--- src/rtl/bg_parallax_starfield.sv ---
// Procedural multi-layer parallax starfield: per-cell hashed stars, per-layer
// horizontal scroll and twinkle, 3-stage registered pixel pipeline.
module bg_parallax_starfield #(
    parameter int H_RES         = 1024,
    parameter int V_RES         = 768,
    parameter int NUM_LAYERS    = 3,
    parameter int CELL_LOG2     = 4,
    parameter int DENSITY       = 3,
    parameter int SPEED_BASE    = 1,
    parameter int TWINKLE_SHIFT = 3
) (
    input  logic        clk,
    input  logic        rst_n,
    input  logic        bg_en,
    input  logic        video_active,
    input  logic [10:0] pix_x,
    input  logic [10:0] pix_y,
    input  logic        vsync,
    output logic [1:0]  R,
    output logic [1:0]  G,
    output logic [1:0]  B
);

    // ---------------- vsync synchronizer and frame tick ----------------
    logic vs_s1, vs_s2, vs_s3;
    logic sync_live, armed, frame_tick;

    // armed only once vsync has been seen low, so a vsync already high at
    // reset release cannot masquerade as a rising edge.
    always_ff @(posedge clk or negedge rst_n) begin
        if (!rst_n) begin
            vs_s1      <= 1'b0;
            vs_s2      <= 1'b0;
            vs_s3      <= 1'b0;
            sync_live  <= 1'b0;
            armed      <= 1'b0;
            frame_tick <= 1'b0;
        end else begin
            // NOTE: non-blocking assignments keep every flop sampling pre-edge values.
            vs_s1      <= vsync;
            vs_s2      <= vs_s1;
            vs_s3      <= vs_s2;
            sync_live  <= 1'b1;
            armed      <= armed | (sync_live & ~vs_s1);
            frame_tick <= vs_s2 & ~vs_s3 & armed;
        end
    end

    // ---------------- frame state: frame counter and layer offsets ----------------
    logic [7:0]  frame_cnt;
    logic [10:0] off      [NUM_LAYERS];
    logic [11:0] off_sum  [NUM_LAYERS];
    logic [10:0] off_next [NUM_LAYERS];

    always_comb begin
        for (int k = 0; k < NUM_LAYERS; k++) begin
            // NOTE: every combinational output gets a default first, so no latch is inferred.
            off_sum[k]  = {1'b0, off[k]} + 12'((k + 1) * SPEED_BASE);
            off_next[k] = off_sum[k][10:0];
            if (off_sum[k] >= 12'(H_RES)) begin
                off_next[k] = 11'(off_sum[k] - 12'(H_RES));
            end
        end
    end

    // NOTE: the offset array is a handful of flops, not a RAM, so it is reset like any register.
    always_ff @(posedge clk or negedge rst_n) begin
        if (!rst_n) begin
            frame_cnt <= 8'd0;
            for (int k = 0; k < NUM_LAYERS; k++) off[k] <= '0;
        end else if (frame_tick && bg_en) begin
            frame_cnt <= frame_cnt + 8'd1;
            for (int k = 0; k < NUM_LAYERS; k++) off[k] <= off_next[k];
        end
    end

    // ---------------- stage 1: scrolled coordinates ----------------
    logic [11:0]          sx_sum [NUM_LAYERS];
    logic [10:0]          sx     [NUM_LAYERS];
    logic [10:0]          s1_cx  [NUM_LAYERS];
    logic [CELL_LOG2-1:0] s1_lx  [NUM_LAYERS];
    logic [10:0]          s1_cy;
    logic [CELL_LOG2-1:0] s1_ly;
    logic                 s1_act, s1_en;
    logic [2:0]           s1_phase;

    always_comb begin
        for (int k = 0; k < NUM_LAYERS; k++) begin
            sx_sum[k] = {1'b0, pix_x} + {1'b0, off[k]};
            sx[k]     = sx_sum[k][10:0];
            if (sx_sum[k] >= 12'(H_RES)) begin
                sx[k] = 11'(sx_sum[k] - 12'(H_RES));
            end
        end
    end

    always_ff @(posedge clk or negedge rst_n) begin
        if (!rst_n) begin
            for (int k = 0; k < NUM_LAYERS; k++) begin
                s1_cx[k] <= '0;
                s1_lx[k] <= '0;
            end
            s1_cy    <= '0;
            s1_ly    <= '0;
            s1_act   <= 1'b0;
            s1_en    <= 1'b0;
            s1_phase <= '0;
        end else begin
            for (int k = 0; k < NUM_LAYERS; k++) begin
                s1_cx[k] <= sx[k] >> CELL_LOG2;
                s1_lx[k] <= sx[k][CELL_LOG2-1:0];
            end
            s1_cy    <= pix_y >> CELL_LOG2;
            s1_ly    <= pix_y[CELL_LOG2-1:0];
            s1_act   <= video_active && (pix_x < 11'(H_RES)) && (pix_y < 11'(V_RES));
            s1_en    <= bg_en;
            s1_phase <= frame_cnt[TWINKLE_SHIFT+2:TWINKLE_SHIFT];
        end
    end

    // ---------------- stage 2: per-layer cell hash ----------------
    logic [15:0]          hash  [NUM_LAYERS];
    logic [15:0]          s2_h  [NUM_LAYERS];
    logic [CELL_LOG2-1:0] s2_lx [NUM_LAYERS];
    logic [CELL_LOG2-1:0] s2_ly;
    logic                 s2_act, s2_en;
    logic [2:0]           s2_phase;

    always_comb begin
        for (int k = 0; k < NUM_LAYERS; k++) begin
            hash[k] = (16'(s1_cx[k]) * 16'd40503)
                    ^ (16'(s1_cy)    * 16'd2999)
                    ^ (16'(k)        * 16'd7919);
        end
    end

    always_ff @(posedge clk or negedge rst_n) begin
        if (!rst_n) begin
            for (int k = 0; k < NUM_LAYERS; k++) begin
                s2_h[k]  <= '0;
                s2_lx[k] <= '0;
            end
            s2_ly    <= '0;
            s2_act   <= 1'b0;
            s2_en    <= 1'b0;
            s2_phase <= '0;
        end else begin
            for (int k = 0; k < NUM_LAYERS; k++) begin
                s2_h[k]  <= hash[k];
                s2_lx[k] <= s1_lx[k];
            end
            s2_ly    <= s1_ly;
            s2_act   <= s1_act;
            s2_en    <= s1_en;
            s2_phase <= s1_phase;
        end
    end

    // ---------------- stage 3: star test, priority, output ----------------
    logic [NUM_LAYERS-1:0] hit;
    logic [1:0]            level;
    logic [1:0]            px_level;

    // Ascending scan: a nearer (higher k) layer overwrites a farther one.
    always_comb begin
        level = 2'd0;
        for (int k = 0; k < NUM_LAYERS; k++) begin
            hit[k] = ({1'b0, s2_h[k][15:12]} < 5'(DENSITY))
                  && (s2_lx[k] == s2_h[k][CELL_LOG2-1:0])
                  && (s2_ly    == s2_h[k][CELL_LOG2+3:4])
                  && (s2_h[k][11:9] != s2_phase);
            if (hit[k]) level = (k + 1 > 3) ? 2'd3 : 2'(k + 1);
        end
    end

    always_ff @(posedge clk or negedge rst_n) begin
        if (!rst_n) px_level <= 2'd0;
        else        px_level <= (s2_act && s2_en) ? level : 2'd0;
    end

    assign R = px_level;
    assign G = px_level;
    assign B = px_level;

endmodule

--- config.mk ---
export PLATFORM = sky130hd
export DESIGN_NAME = bg_parallax_starfield
export DESIGN_NICKNAME = d
export VERILOG_FILES = /design/src/rtl/bg_parallax_starfield.sv
export SDC_FILE = /design/constraint.sdc
export NUM_CORES = 1
export LEC_CHECK = 0
export ABC_AREA = 1
export BUFFER_PORTS_ARGS = -buffer_cell sky130_fd_sc_hd__buf_2
export CAP_MARGIN = 10
export CORE_AREA = 4 4 114 224
export DETAILED_ROUTE_END_ITERATION = 10
export DIE_AREA = 0 0 118 228
export PLACE_DENSITY = 0.8
export SLEW_MARGIN = 20
export SYNTH_ARGS = -nofsm -noshare
export SYNTH_HDL_FRONTEND = slang
export SYNTH_SLANG_ARGS = --single-unit
--- constraint.sdc ---
create_clock -name clk -period 4.5 [get_ports clk]
set_input_delay 0.225 -clock clk [delete_from_list [all_inputs] [get_ports clk]]
set_output_delay 0.225 -clock clk [all_outputs]
set_load 0.03 [all_outputs]
# After elaboration in Yosys (flattened, before gate mapping)
# Cells that the tools add are included.
# Widths: inputs -> output; s select.
word_totals:
  regBits: 167
  output_inout_bits: 6
  elab_cells: 103
classes:
  n_mul: 4
  eq_ne: 9
  add_sub_neg: 13
  bitwise_logic: 11
  reduce_logical: 13
  n_lt_le_gt_ge: 11
  muxes: 10
ops:
  columns: ["cell", "n"]
  rows:
  - ["$ge 12x11->1 const B", 6]
  - ["$mux 11", 6]
  - ["$sub 11x11->11 const B", 6]
  - ["$mul 7x16->16 const B", 3]
  - ["$xor 16x16->16", 3]
  - ["$add 11x11->12", 3]
  - ["$add 11x2->12 const B", 2]
  - ["$eq 4x4->1", 6]
  - ["$not 11->11", 2]
  - ["$mul 7x12->16 const B", 1]
  - ["$logic_and 1x1->1", 13]
  - ["$add 11x1->12 const B", 1]
  - ["$lt 4x2->1 const B", 3]
  - ["$lt 11x10->1 const B", 1]
  - ["$lt 11x11->1 const B", 1]
  - ["$ne 3x3->1", 3]
  - ["$add 8x1->8 const B", 1]
  - ["$mux 2", 3]
  - ["$and 1x1->1", 3]
  - ["$not 1->1", 2]
  - ["$mux 1", 1]
  - ["$or 1x1->1", 1]

# Longest topological paths before layout
depth:
  word_depth: 8
  depth_mapped: 20
  mapped_depth_nobuf: 20

# Worst setup path after synthesis
# OpenSTA, ideal clock, no wires.
synth_timing:
  kind: "register -> register"
  startpoint: "reg s1_cy[4]"
  endpoint: "reg s2_h[12] (netlist name)"
  synth_period_minus_slack_ns: 3.572
  arrival_time_ns: 3.455
  required_ns: 4.382
  setup_slack_ns: 0.928
  stages_incl_launch_ff: 16
  path_buffers: 0
  cell_sequence: "dfrtp_1 -> fa_1 -> inv_1 -> fa_1 -> inv_1 -> fa_1 -> fa_1 -> ha_1 -> nand2_1 -> nor2_1 -> o21ai_0 -> nand3_1 -> nand2_1 -> nand2_1 -> nand3_1 -> nand2_1"
synth_lines:
  columns: ["element", "line_no", "text"]
  rows:
  - ["start: declaration", "82", "logic [10:0] s1_cy;"]
  - ["start signal: assignment", "113", "s1_cy <= pix_y >> CELL_LOG2;"]
  - ["end signal: indexed assignment", "149", "s2_h[k] <= hash[k];"]
  - ["end: declaration", "123", "logic [15:0] s2_h [NUM_LAYERS];"]

==> impl_metrics.csv <==
group,metric,value,unit
clocking,cts_sinks,161,
timing,skew,0.007078,ns
timing,finalHoldViolCount,0,
placed_design,hpwl,29490,um
timing,period_minus_slack,4.184,ns
synthesis,synthTopCellsByArea,"dfrtp_1 (29%), ha_1 (16%), fa_1 (12%)",
job,maxCapViolCount,0,
outcome,status,"complete, no violations",
global_route,grt_pass1_vias,12317,
timing,worst_slew_pin_slew,0.7352,ns
clocking,post_cts_buffers,0,
worst_setup_path,critPathKind,"flip-flop to flip-flop",
timing,finalSetupTns,0,ns
worst_hold_path,hold_class,"input port to flip-flop",
synthesis,synth_commonest_cells,"nand2_1 (435), inv_1 (347), ha_1 (186), dfrtp_1 (161), nor2_1 (107)",
synthesis,syn_area,14120,um^2
placed_design,numPortBuffers,32,
placed_design,place.gp.congestion,1.009,
worst_setup_path,required,4.83,ns
drt,route.vias.total,11375,
clocking,cts.repair.resized,0,
synthesis,synthCells,1728,
clocking,clk_latency,0.44,ns
clocking,clockRootBuffer,"clkbuf_16",
final_layout,diodes,0,
timing,setup_viol_count_final,0,
drt,dr.first_iter.drc_count,460,
clocking,cts_htree_levels,4,
synthesis,synth_top_area_frac,0.2854,
clocking,cts_tree,"yes",
die,coreArea,23820,um^2
global_route,grt_pass1_wl,58250,um
worst_setup_path,crit_fanout,5,
die,rows,80,
timing,timing.fmax,239.0,MHz
die,die-height,228,um
synthesis,ys_warn_count,0,
worst_setup_path,setup.worst_path.start_class,"flip-flop",
global_route,grt_overflow,0,
drt,drt_wl_total,35940,um
timing,drv_slew,0,
timing,rsz0062_at_grt,"no",
worst_setup_path,end_kind,"flip-flop",
clocking,clkTransAtPathRegs,0.07,ns
synthesis,synth.most_common_cell,"nand2_1",
drt,drc,0,
global_route,grt_max_degree,111,
synthesis,syn-num-nets,2028,
synthesis,synth.distinct_cells,40,
final_layout,final_nets,2095,
die,initial_core_util,0.5926,
die,ios,33,
die,die_w,118,um
synthesis,synth-edff-count,0,
synthesis,syn_avg_cell_area,8.170,um^2
timing,fin_crit_sh,0.9297,
synthesis,ys_seq_elements,161,
global_route,antenna_found_initial,0,
die,fp.dieArea,26900,um^2
worst_setup_path,crit_arrival,4.51,ns
synthesis,synth-main-ff-cell,"dfrtp_1",
clocking,cts_made_buffers,17,
drt,wl_per_cell,17.16,um
global_route,track_usage,0.2755,
final_layout,drive_above_1_share,0.04923,
drt,antenna_left,0,
drt,detail_route.vias_per_cell,5.430,
synthesis,synthArstFlopShare,1.000,
final_layout,syn2layout_area_growth,9.207,%
clocking,cts_hold_buffers,15,
synthesis,yosysTopAreaCell,"dfrtp_1",
synthesis,synth_seq_area_share,0.2854,
timing,slew_headroom,0.5087,
drt,dr.pass1.iters,5,
clocking,clk_path_buf_depth,2,
-- worst max-delay path: stages (launching register included) --
cell and delay [ns]:
dfrtp_1 0.49, inv_1 0.10, fa_1 0.58, fa_1 0.45
fa_1 0.42, inv_1 0.07, fa_1 0.41, ha_1 0.42
inv_1 0.23, o21bai_1 0.14, nor2_1 0.23, nand3_1 0.14
nand2_1 0.08, nand2_1 0.12, nand3_1 0.11, nand2_1 0.07
-- layout by cell type, fill, tap and decap left out, drive strengths merged --
cell         instances
xnor2               49
a211o                1
o2111ai              1
o221ai               2
clkinv               2
nor3                23
a31oi                4
o21bai              10
a2111oi              1
a21boi               3
ha                 186
nand4               26
nand3               84
or2                  6
bufinv               1
a2bb2oi              1
o21a                 1
nand3b               6
nor4                 1
dfrtp              161
fa                  87
xor2                76
inv                358
a21o                 6
nand2              440
nand2b               2
conb                 1
a211oi               2
buf                 39
o22ai                3
and2                 1
a22oi                1
o21ai               28
nor2               108
a21oi               52
clkinvlp             3
dlygate4sd3         15
clkbuf              17
-- through the flow --
stage	hold slack [ns]	utilization	area [um^2]	setup WS (ns)	instances
3_3_place_gp	0.3330	0.6149	14650	0.4096	2047
2_1_floorplan	-0.07059	-	14120	0.9276	1728
6_report	0.02540	0.6472	15420	0.3162	2095
4_1_cts	0.02202	0.6461	15390	0.3544	2094
3_5_place_dp	0.3344	0.6149	14650	0.3910	2047
5_1_grt	0.03248	0.6472	15420	0.1052	2095
-- routing by layer --
| metal | global-route usage | routed length, um | vias up |
|---|---|---|---|
| li1 | - | - | 5508 |
| met2 | 0.5331 | 20280 | 275 |
| met5 | 0 | 0 | - |
| met4 | 0.2217 | 3301 | 0 |
| met3 | 0.03123 | 944 | 155 |
| met1 | 0.2513 | 11410 | 5437 |
-- final timing paths --
kind                               startpoint            endpoint  slack [ns]  depth (start not counted)
hold reg to reg            s1_lx[2]$_DFF_PN0_  s2_lx[2]$_DFF_PN0_        0.35                          0
setup / recovery           s1_cy[1]$_DFF_PN0_  s2_h[44]$_DFF_PN0_        0.32                         15
setup reg to reg           s1_cy[1]$_DFF_PN0_  s2_h[44]$_DFF_PN0_        0.32                         15
hold / removal                   video_active    s1_act$_DFF_PN0_        0.03                          3
max in group asynchronous               rst_n  s2_h[28]$_DFF_PN0_        3.49                          3
min in group asynchronous               rst_n     vs_s1$_DFF_PN0_        0.28                          2
-- cells by family after synthesis --
| logic type | after synthesis | share of synthesized area |
|---|---|---|
| AND/OR/NAND/NOR | 697 | 0.2045 |
| other | 1 | 0.0002656 |
| adder cells (fa/ha/maj) | 273 | 0.2882 |
| flip-flops | 161 | 0.2854 |
| buffers and inverters | 355 | 0.09562 |
| AO/OA/AOI/OAI | 116 | 0.04741 |
| XOR/XNOR | 125 | 0.07861 |
-- registers in the layout, summed over array words and instances, names as in the netlist, 4 cells and up --
register,count
s2_h,45
off,32
s1_cx,21
s1_lx,12
s2_lx,12
s1_cy,7
frame_cnt,6
s1_ly,4
s2_ly,4
-- area by class of cell --
type | instances | area [um^2]
Clock buffer | 17 | 425.4
Fill cell | 1983 | 8404
Multi-Input combinational cell | 1212 | 8740
Sequential cell | 161 | 4029
Tap cell | 287 | 359.1
Timing Repair Buffer | 54 | 389.1
Inverter | 349 | 1310
Clock inverter | 15 | 166.4
Power is left out: the tool's default activity adds up to more than one toggle a clock period on the data nets, which glitch-free logic cannot reach.
